<file path="src/rtl/l2_trace_pkg.sv">
// Shared types for the L2 trace sequencer.
// Trace command codes, request op encodings, FSM states.
package l2_trace_pkg;

    typedef enum logic [3:0] {
        RD_D     = 4'd0,
        WR_D     = 4'd1,
        RD_I     = 4'd2,
        SNP_INV  = 4'd3,
        SNP_RD   = 4'd4,
        SNP_WR   = 4'd5,
        SNP_RWIM = 4'd6,
        CLEAR    = 4'd8,
        PRINT    = 4'd9
    } trace_cmd_e;

    typedef enum logic [1:0] {
        L1_RD_DATA  = 2'd0,
        L1_WR_DATA  = 2'd1,
        L1_RD_INSTR = 2'd2
    } l1_op_e;

    typedef enum logic [1:0] {
        SNOOP_INVAL = 2'd0,
        SNOOP_READ  = 2'd1,
        SNOOP_WRITE = 2'd2,
        SNOOP_RWIM  = 2'd3
    } snp_op_e;

    typedef logic [2:0] fsmState_t;

    localparam fsmState_t stIdle     = 3'd0;
    localparam fsmState_t stIssueL1  = 3'd1;
    localparam fsmState_t stIssueSnp = 3'd2;
    localparam fsmState_t stDrain    = 3'd3;
    localparam fsmState_t stStrobe   = 3'd4;

    function automatic logic is_legal_cmd(input logic [3:0] cmd);
        return (cmd <= SNP_RWIM) || (cmd == CLEAR) || (cmd == PRINT);
    endfunction

endpackage

</file>
<file path="src/rtl/trace_fifo.sv">
// Synchronous record FIFO for the trace sequencer.
// Pointers carry one extra wrap bit to tell full from empty.
module trace_fifo #(
    parameter int width = 36,
    parameter int depth = 8
) (
    input  logic             clk,
    input  logic             reset_n,
    input  logic             wrEn,
    input  logic [width-1:0] wrData,
    output logic             full,
    input  logic             rdEn,
    output logic [width-1:0] rdData,
    output logic             empty
);

    localparam int aw = $clog2(depth);

    logic [width-1:0] mem [depth];
    logic [aw:0]      wrPtr;
    logic [aw:0]      rdPtr;

    assign empty  = (wrPtr == rdPtr);
    assign full   = (wrPtr[aw] != rdPtr[aw]) &&
                    (wrPtr[aw-1:0] == rdPtr[aw-1:0]);
    assign rdData = mem[rdPtr[aw-1:0]];

    always_ff @(posedge clk) begin
        if (wrEn && !full) begin
            mem[wrPtr[aw-1:0]] <= wrData;
        end
    end

    always_ff @(posedge clk or negedge reset_n) begin
        if (!reset_n) begin
            wrPtr <= '0;
            rdPtr <= '0;
        end else begin
            if (wrEn && !full) begin
                wrPtr <= wrPtr + 1'b1;
            end
            if (rdEn && !empty) begin
                rdPtr <= rdPtr + 1'b1;
            end
        end
    end

endmodule

</file>
<file path="src/rtl/l2_trace_sequencer.sv">
// Buffers trace records and issues them in order to the L2 cache
// L1-side or snoop-side port; runs clear/print as stat strobes.
module l2_trace_sequencer
    import l2_trace_pkg::*;
#(
    parameter int addressSize = 32,
    parameter int fifoDepth   = 8,
    parameter int cntWidth    = 32
) (
    input  logic                   clk,
    input  logic                   reset_n,
    input  logic                   trace_valid,
    output logic                   trace_ready,
    input  logic [3:0]             trace_cmd,
    input  logic [addressSize-1:0] trace_addr,
    output logic                   l1_valid,
    input  logic                   l1_ready,
    output logic [1:0]             l1_op,
    output logic [addressSize-1:0] l1_addr,
    output logic                   snp_valid,
    input  logic                   snp_ready,
    output logic [1:0]             snp_op,
    output logic [addressSize-1:0] snp_addr,
    input  logic                   busy,
    output logic                   clear_stats,
    output logic                   print_stats,
    output logic [cntWidth-1:0]    l1_count,
    output logic [cntWidth-1:0]    snp_count,
    output logic [cntWidth-1:0]    err_count
);

    fsmState_t state;
    logic      isClear;
    logic      fifoFull;
    logic      fifoEmpty;
    logic      pop;

    logic [addressSize+3:0] headRec;
    logic [3:0]             headCmd;
    logic [addressSize-1:0] headAddr;

    assign headCmd     = headRec[addressSize+3:addressSize];
    assign headAddr    = headRec[addressSize-1:0];
    assign trace_ready = !fifoFull;
    assign pop         = (state == stIdle) && !fifoEmpty;

    trace_fifo #(
        .width(addressSize + 4),
        .depth(fifoDepth)
    ) uFifo (
        .clk    (clk),
        .reset_n(reset_n),
        .wrEn   (trace_valid),
        .wrData ({trace_cmd, trace_addr}),
        .full   (fifoFull),
        .rdEn   (pop),
        .rdData (headRec),
        .empty  (fifoEmpty)
    );

    function automatic logic [cntWidth-1:0] satInc(
        input logic [cntWidth-1:0] v
    );
        return (&v) ? v : v + 1'b1;
    endfunction

    always_ff @(posedge clk or negedge reset_n) begin
        if (!reset_n) begin
            state       <= stIdle;
            isClear     <= 1'b0;
            l1_valid    <= 1'b0;
            l1_op       <= '0;
            l1_addr     <= '0;
            snp_valid   <= 1'b0;
            snp_op      <= '0;
            snp_addr    <= '0;
            clear_stats <= 1'b0;
            print_stats <= 1'b0;
            l1_count    <= '0;
            snp_count   <= '0;
            err_count   <= '0;
        end else begin
            clear_stats <= 1'b0;
            print_stats <= 1'b0;
            unique case (state)
                stIdle: begin
                    if (!fifoEmpty) begin
                        unique case (1'b1)
                            (headCmd <= RD_I): begin
                                l1_valid <= 1'b1;
                                l1_op    <= headCmd[1:0];
                                l1_addr  <= headAddr;
                                state    <= stIssueL1;
                            end
                            (headCmd >= SNP_INV && headCmd <= SNP_RWIM): begin
                                snp_valid <= 1'b1;
                                // cmd-3 modulo 4 is cmd+1 on the low bits
                                snp_op    <= headCmd[1:0] + 2'd1;
                                snp_addr  <= headAddr;
                                state     <= stIssueSnp;
                            end
                            (headCmd == CLEAR || headCmd == PRINT): begin
                                isClear <= (headCmd == CLEAR);
                                state   <= stDrain;
                            end
                            (!is_legal_cmd(headCmd)): begin
                                err_count <= satInc(err_count);
                            end
                            default: ;
                        endcase
                    end
                end
                stIssueL1: begin
                    if (l1_ready) begin
                        l1_valid <= 1'b0;
                        l1_count <= satInc(l1_count);
                        state    <= stIdle;
                    end
                end
                stIssueSnp: begin
                    if (snp_ready) begin
                        snp_valid <= 1'b0;
                        snp_count <= satInc(snp_count);
                        state     <= stIdle;
                    end
                end
                stDrain: begin
                    if (!busy) begin
                        clear_stats <= isClear;
                        print_stats <= !isClear;
                        if (isClear) begin
                            l1_count  <= '0;
                            snp_count <= '0;
                            err_count <= '0;
                        end
                        state <= stStrobe;
                    end
                end
                stStrobe: begin
                    state <= stIdle;
                end
                default: begin
                    state <= stIdle;
                end
            endcase
        end
    end

endmodule
</file>
<file path="config.mk">
export PLATFORM = sky130hd
export DESIGN_NAME = l2_trace_sequencer
export DESIGN_NICKNAME = d
export VERILOG_FILES = /design/src/rtl/l2_trace_pkg.sv /design/src/rtl/trace_fifo.sv /design/src/rtl/l2_trace_sequencer.sv
export SDC_FILE = /design/constraint.sdc
export NUM_CORES = 1
export LEC_CHECK = 0
export CAP_MARGIN = 20
export CORE_UTILIZATION = 40
export DETAILED_ROUTE_END_ITERATION = 12
export PLACE_DENSITY = 0.68
export SLEW_MARGIN = 15
export SYNTH_ARGS = -nofsm -noshare
export SYNTH_HDL_FRONTEND = slang
export SYNTH_SLANG_ARGS = --single-unit
</file>
<file path="constraint.sdc">
create_clock -name clk -period 4.9 [get_ports clk]
set_input_delay 1.225 -clock clk [delete_from_list [all_inputs] [get_ports clk]]
set_output_delay 1.225 -clock clk [all_outputs]
set_load 0.005 [all_outputs]
</file>
==> summary.txt, run 1 <==
Outcome
  – Outcome: completed

GRT
  – First-pass GRT wire length: 68.57 mm
  – Vias in the first global route: about 12000
  – GRT Total Usage: 0.1778
  – Grt total ovfl: 0
  – Largest net degree at the start of global routing: between 90 and 100
  – Initial antenna violation count: 4

Place
  – Dpl cells: ~2100
  – IO buf count: 210
  – Placed cell area: roughly 0.022 sq mm
  – Pre-CTS WS: approximately 0.86 ns
  – GP Congestion: a little over 0.8
  – Detailed Place HPWL: about 27 mm

Yosys
  – Yosys reg bits: approximately 470
  – Top FF cell, synth: edfxtp_1
  – Count leader, synth: edfxtp_1
  – Post-synthesis sequential area ratio: 0.6776
  – Netlist cell types: 56
  – Synth cell count leaders: 288 x edfxtp_1, 180 x dfrtp_1, 119 x nor2_1
  – Area contributors post-synth: edfxtp_1 45%, dfrtp_1 23%, mux4_2 8.4%, xnor2_1 2.5%, nor2_1 2.3%
  – Post-synthesis area per instance: 14.85 sq um
  – Syn nets: 1358
  – Async SR Flop Fraction: 0.3846
  – Post-Syn Area: approximately 0.019 sq mm
  – Cell type with the highest aggregate area in the netlist: edfxtp_1
  – Synthesized netlist cell count: 1307
  – Number of synthesized flops with an enable pin: around 290
  – Yosys synthesis warning count: 0
  – Yosys top cell area share: 0.4456

Timing
  – Final worst-path setup slack: just over 0.7 ns
  – RSZ-0062 raised after global routing: false
  – Setup TNS: 0 ns
  – Worst-Margin Slew: about 1.1 ns
  – Minimum clock period: around 4.2 ns
  – Final Cycle Share: 0.8548
  – Final Hold Viols: 0
  – Max Clock Skew: roughly 0.032 ns
  – Fmax: ~0.24 GHz
  – Max-slew violations: 0
  – Fin Hold WS: about 0.48 ns
  – # setup viols final: 0
  – Normalized max-slew margin: 0.2690

CTS
  – CTS clk-pin slew, worst paths: 0.06 ns
  – Number of buffers created by CTS: 47
  – Post-CTS sizing: 0
  – Hold buffer count at CTS: 0
  – Post-CTS Setup Bufs: 0
  – Later-pin clock latency in the skew report: around 0.6 ns
  – CTS H-tree lvls: 2
  – Clock Tree Root: clkbuf_16
  – Clk sink count: roughly 470
  – Clk buf depth: 3
  – CTS tree: yes

Critical path
  – CP max FO: 22
  – Critical path capture point type: output port
  – Critical Path Source Type: flop
  – Data required, critical path: about 3.7 ns
  – Critical path type: flop to output port
  – Crit path DAT: around 3.0 ns

Power
  – Tot Pwr: 14.04 mW
  – Worst VDD drop: 344.4 uV
  – Pleak: 8.463 nW
  – PD cells: roughly 590 mW/mm^2

Die
  – Die height: between 200 and 250 um
  – I/O Pins: approximately 210
  – Die W: 222.3 um
  – Die area: a little under 0.05 sq mm
  – Initial core utilization: 0.4057
  – Core outline area: between 0.04 and 0.05 sq mm
  – Rows: 80

Detailed routing
  – Routed WL: around 43 mm
  – Final routed DRC violation total: 0
  – DR vias: 11680
  – 1st-iter DRT viols: slightly below 900
  – Routed WL per cell: roughly 20 um
  – Drt via density: about 5.4
  – Initial DRT Pass Iterations: 5
  – Final ANT Viol Nets: 0

Finish
  – Share of cells above drive strength 1: 0.1357
  – Non-Filler Instances: 2180
  – Final Util: 0.4994
  – Area grow syn2layout: 23.11%
  – Post-route cell area: around 0.024 sq mm
  – Final nets: between 1500 and 2000

Worst hold path
  – HP Class: flop to flop

Job
  – Max Cap Viol: 0
==> critical path: stages, from the launching register on <==
cell and delay [ns]:
dfrtp_4 0.59, buf_4 0.45, xor2_1 0.17, or4b_1 0.57, clkdlybuf4s50_1 0.56
==> layout by cell type, fill, tap and decap left out, drive strengths merged, types with 7 or more instances in the layout <==
master         instances
nor2                 119
a21oi                 50
edfxtp               288
and3                  11
nor3                  21
nor4                  38
and2                  14
nand4b                 7
xnor2                 56
inv                   16
nand2                 90
dfrtp                180
clkinv                17
o21ai                 55
clkdlybuf4s50        209
nand2b                 9
mux4                  72
mux2i                 37
or3                   13
nand3                 38
buf                   26
xor2                  23
clkbuf                67
and4                  12
nand4                 34
ha                     9
==> routing by layer <==
| metal | vias up | GRT usage | routed length (um) |
|---|---|---|---|
| met2 | 294 | 0.2900 | 21120 |
| met1 | 5933 | 0.2411 | 18750 |
| li1 | 5385 | - | - |
| met4 | 4 | 0.04525 | 872 |
| met3 | 64 | 0.03980 | 2650 |
| met5 | - | 0 | 23 |
==> cell type report <==
cell class	count	area (sq um)
repair buffers	236	2364
well taps	615	769.5
diodes	3	7.507
clock buffers	66	1373
clock inverters	22	198.9
inverters	13	48.80
fillers	4028	23950
flip-flops and latches	468	13160
multi-input cells	757	5973
==> state kept, by name, summed over array words and instances (netlist names), 3 cells and up <==
name,flops
l1_addr,32
uFifo.mem,288
snp_addr,32
err_count,32
state,3
l1_count,32
uFifo.rdPtr,4
uFifo.wrPtr,4
snp_count,32
==> logic make-up (layout without fill, tap and decap cells) <==
| family | Yosys count | after routing | synth area share |
|---|---|---|---|
| adder cells (fa/ha/maj) | 9 | 9 | 0.005802 |
| AND/OR/NAND/NOR | 428 | 428 | 0.1198 |
| multiplexers | 113 | 113 | 0.1051 |
| XOR/XNOR | 79 | 79 | 0.03565 |
| AO/OA/AOI/OAI | 128 | 128 | 0.03681 |
| other | 0 | 3 | 0 |
| flip-flops | 468 | 468 | 0.6776 |
| buffers and inverters | 82 | 337 | 0.01915 |
==> worst paths after layout <==
check,endpoint,slack [ns],cells after the start,start
min reg2reg,l1_addr[22],0.48,2,l1_addr[22]
max reg2reg,err_count[12],0.96,8,uFifo.rdPtr[0]
min in group asynchronous,snp_count[22],0.72,1,reset_n
min,l1_addr[22],0.48,2,l1_addr[22]
max,trace_ready,0.71,4,uFifo.rdPtr[0]
max in group asynchronous,snp_addr[8],3.19,2,reset_n
==> report_power, final <==
group / internal, mW / switching [mW] / total [mW]
Combinational: 2.20 / 2.46 / 4.66
Sequential: 5.13 / 0.639 / 5.77
Clock: 2.04 / 1.56 / 3.60
Total: 9.38 / 4.66 / 14.0
No activity file was read; power rests on OpenSTA's default activity.
==> inputs of run 2 (changes only) <==
DONT_BUFFER_PORTS = 1   (was not set)
PLACE_DENSITY = 0.56   (was 0.68)
==> summary.txt, run 2 (synthesized netlist as in run 1, its figures left out) <==
Outcome
  – Outcome: completed

Timing
  – Max-slew violations: 0 (unchanged)
  – Worst-Margin Slew: 1.025 ns (-0.05767 ns)
  – Final Cycle Share: 0.7481 (-0.1067)
  – Normalized max-slew margin: 0.3153 (+0.04627)
  – Minimum clock period: 3.666 ns (-0.5229 ns)
  – Fmax: 0.2728 GHz (+14%)
  – Max Clock Skew: 0.02231 ns (-0.01014 ns)
  – Setup TNS: 0 ns (unchanged)
  – # setup viols final: 0 (unchanged)
  – RSZ-0062 raised after global routing: false
  – Final Hold Viols: 0 (unchanged)

Critical path
  – CP max FO: 45 (+100%)
  – Reg2reg setup slack: 1.23 ns (+0.27 ns)
  – Buf/Inv on CP: 2 (unchanged)
  – Worst path cell trace: buf_4 -> mux4_2 -> mux2i_1 -> o31a_2 -> o211a_4 -> buf_4 -> nor2_1 -> a21oi_1
  – Worst setup path endpoint: snp_addr[21]
  – Crit path depth: 8 (+4)
  – Top cell by count, worst path: buf_4
  – CP max-delay cell: dfrtp_2
  – FF-to-FF End: snp_addr[21]
  – Crit path DAT: 4.18 ns (+1.22 ns)
  – Top delay family on crit path: compound AO/OA/AOI/OAI gates
  – FF-to-FF path depth: 8 (unchanged)
  – Critical path capture point type: flop
  – Critical path type: flop to flop
  – Data required, critical path: 5.42 ns (+1.75 ns)
  – Crit-path max cell delay: 0.71 ns (+0.12 ns)
  – Critical Path Source Type: flop
  – CP Launch Point: uFifo.rdPtr[2]
  – R2r startpoint: uFifo.rdPtr[2]

Detailed routing
  – Routed WL: 43.04 mm (-0.87%)
  – Routed WL per cell: 21.84 um (+9.6%)
  – Final routed DRC violation total: 0 (unchanged)
  – Initial DRT Pass Iterations: 5 (unchanged)
  – DR vias: 10780 (-7.7%)
  – 1st-iter DRT viols: 716 (-18%)
  – Final ANT Viol Nets: 0 (unchanged)
  – Drt via density: 5.470 (+2.1%)

CTS
  – Hold buffer count at CTS: 0 (unchanged)
  – CTS H-tree lvls: 2 (unchanged)
  – CTS clk-pin slew, worst paths: 0.06 ns (about the same)
  – Clk buf depth: 3 (unchanged)
  – Later-pin clock latency in the skew report: 0.60 ns (about the same)
  – Post-CTS Setup Bufs: 0 (unchanged)
  – CTS tree: yes
  – Number of buffers created by CTS: 50 (+6.4%)
  – Clk sink count: 468 (unchanged)
  – Clock Tree Root: clkbuf_16
  – Post-CTS sizing: 0 (unchanged)

Power
  – Worst VDD drop: 342.4 uV (-0.58%)
  – Pleak: 7.713 nW (-8.9%)
  – PD cells: 612.6 mW/mm^2 (+4.3%)

Place
  – IO buf count: 0 (-100%)
  – Detailed Place HPWL: 26.62 mm (-2.5%)
  – GP Congestion: 0.7941 (-1.7%)
  – Placed cell area: 0.02014 sq mm (-9.7%)

GRT
  – Vias in the first global route: 11150 (-5.4%)
  – Grt total ovfl: 0 (unchanged)
  – Largest net degree at the start of global routing: 181 (+83%)
  – GRT Total Usage: 0.1769 (-0.0009210)
  – Initial antenna violation count: 0 (-4)
  – First-pass GRT wire length: 67.40 mm (-1.7%)

Die
  – Die area: 0.04941 sq mm (unchanged)
  – Rows: 80 (unchanged)
  – Die height: 222.3 um (unchanged)
  – Core outline area: 0.04785 sq mm (unchanged)
  – Die W: 222.3 um (unchanged)
  – Initial core utilization: 0.4057 (unchanged)
  – I/O Pins: 211 (unchanged)

Finish
  – Post-route cell area: 0.02188 sq mm (-8.4%)
  – Max reg flops: 288 (unchanged)
  – Share of cells above drive strength 1: 0.1549 (+0.01914)
  – Area grow syn2layout: 12.72%
  – Most frequent cells in the layout: 288 x edfxtp_1, 177 x dfrtp_1, 113 x nor2_1
  – Commonest non-fill, non-tap cell in the layout: edfxtp_1
  – Final nets: 1366 (-13%)
  – Diodes inserted: 0 (-3)

Worst hold path
  – HP Class: input port to asynchronous set/reset pin

Job
  – Max Cap Viol: 0 (unchanged)
==> run 2: cell types whose count changed in the layout (fill, tap and decap cells not counted), moves of 2 or more <==
cell             before  now
buf_4                21   25
clkbuf_8              6    8
clkbuf_4              3    0
clkinv_1              2    7
clkinv_2             12    9
clkinv_4              2    0
clkdlybuf4s50_1     209    0
diode_2               3    0
inv_16                2    0
bufinv_16             1    5
buf_12                5    0
clkbuf_16            50   52
==> run 2: worst min-delay path by stage <==
stage	end	slack (ns)	depth (start not counted)
2_1_floorplan	uFifo.wrPtr[3]	0.46	1
3_3_place_gp	uFifo.wrPtr[3]	0.48	1
6_report	snp_addr[22]	0.33	0
4_1_cts	snp_count[20]	0.29	0
3_5_place_dp	uFifo.wrPtr[3]	0.48	1
5_1_grt	snp_count[20]	0.30	0
==> run 2: worst reg2reg max path, stage by stage (launching register included) <==
cell	delay [ns]
dfrtp_2	0.71
buf_4	0.60
mux4_2	0.39
mux2i_1	0.44
o31a_2	0.27
o211a_4	0.58
buf_4	0.38
nor2_1	0.08
a21oi_1	0.14
==> run 2: power by group <==
group / internal [mW] / switching [mW] / total, mW / leakage (nW)
logic: 1.43 / 2.12 / 3.54 / 2.01
clock network: 2.33 / 1.58 / 3.91 / 0.848
registers: 5.14 / 0.808 / 5.95 / 4.86
==> run 2: final cells by class <==
cell class,instances,area [sq um]
Fill cell,4224,25970
Sequential cell,468,13160
Multi-Input combinational cell,757,5973
Clock buffer,68,1441
Tap cell,615,769.5
Clock inverter,25,296.5
Timing Repair Buffer,25,187.7
Inverter,13,48.80
==> run 2: routing by layer <==
layer / routed length, um / up-vias / GRT usage
li1: - / 4958 / -
met1: 18680 / 5485 / 0.2332
met2: 20370 / 280 / 0.2845
met3: 3081 / 59 / 0.04761
met4: 913 / 0 / 0.05668
met5: 0 / - / 0
==> run 2: per-stage QoR <==
stage          power [mW]    util  setup WS [ns]  hold slack (ns)  instances
2_1_floorplan       8.530       -         0.3097           0.4607       1307
3_3_place_gp        9.572  0.4209          1.291           0.4785       1878
3_5_place_dp        9.672  0.4209          1.212           0.4799       1878
4_1_cts             13.62  0.4573          1.185           0.2925       1971
5_1_grt             14.17  0.4573         0.9535           0.2996       1971
6_report            13.40  0.4573          1.234           0.3275       1971
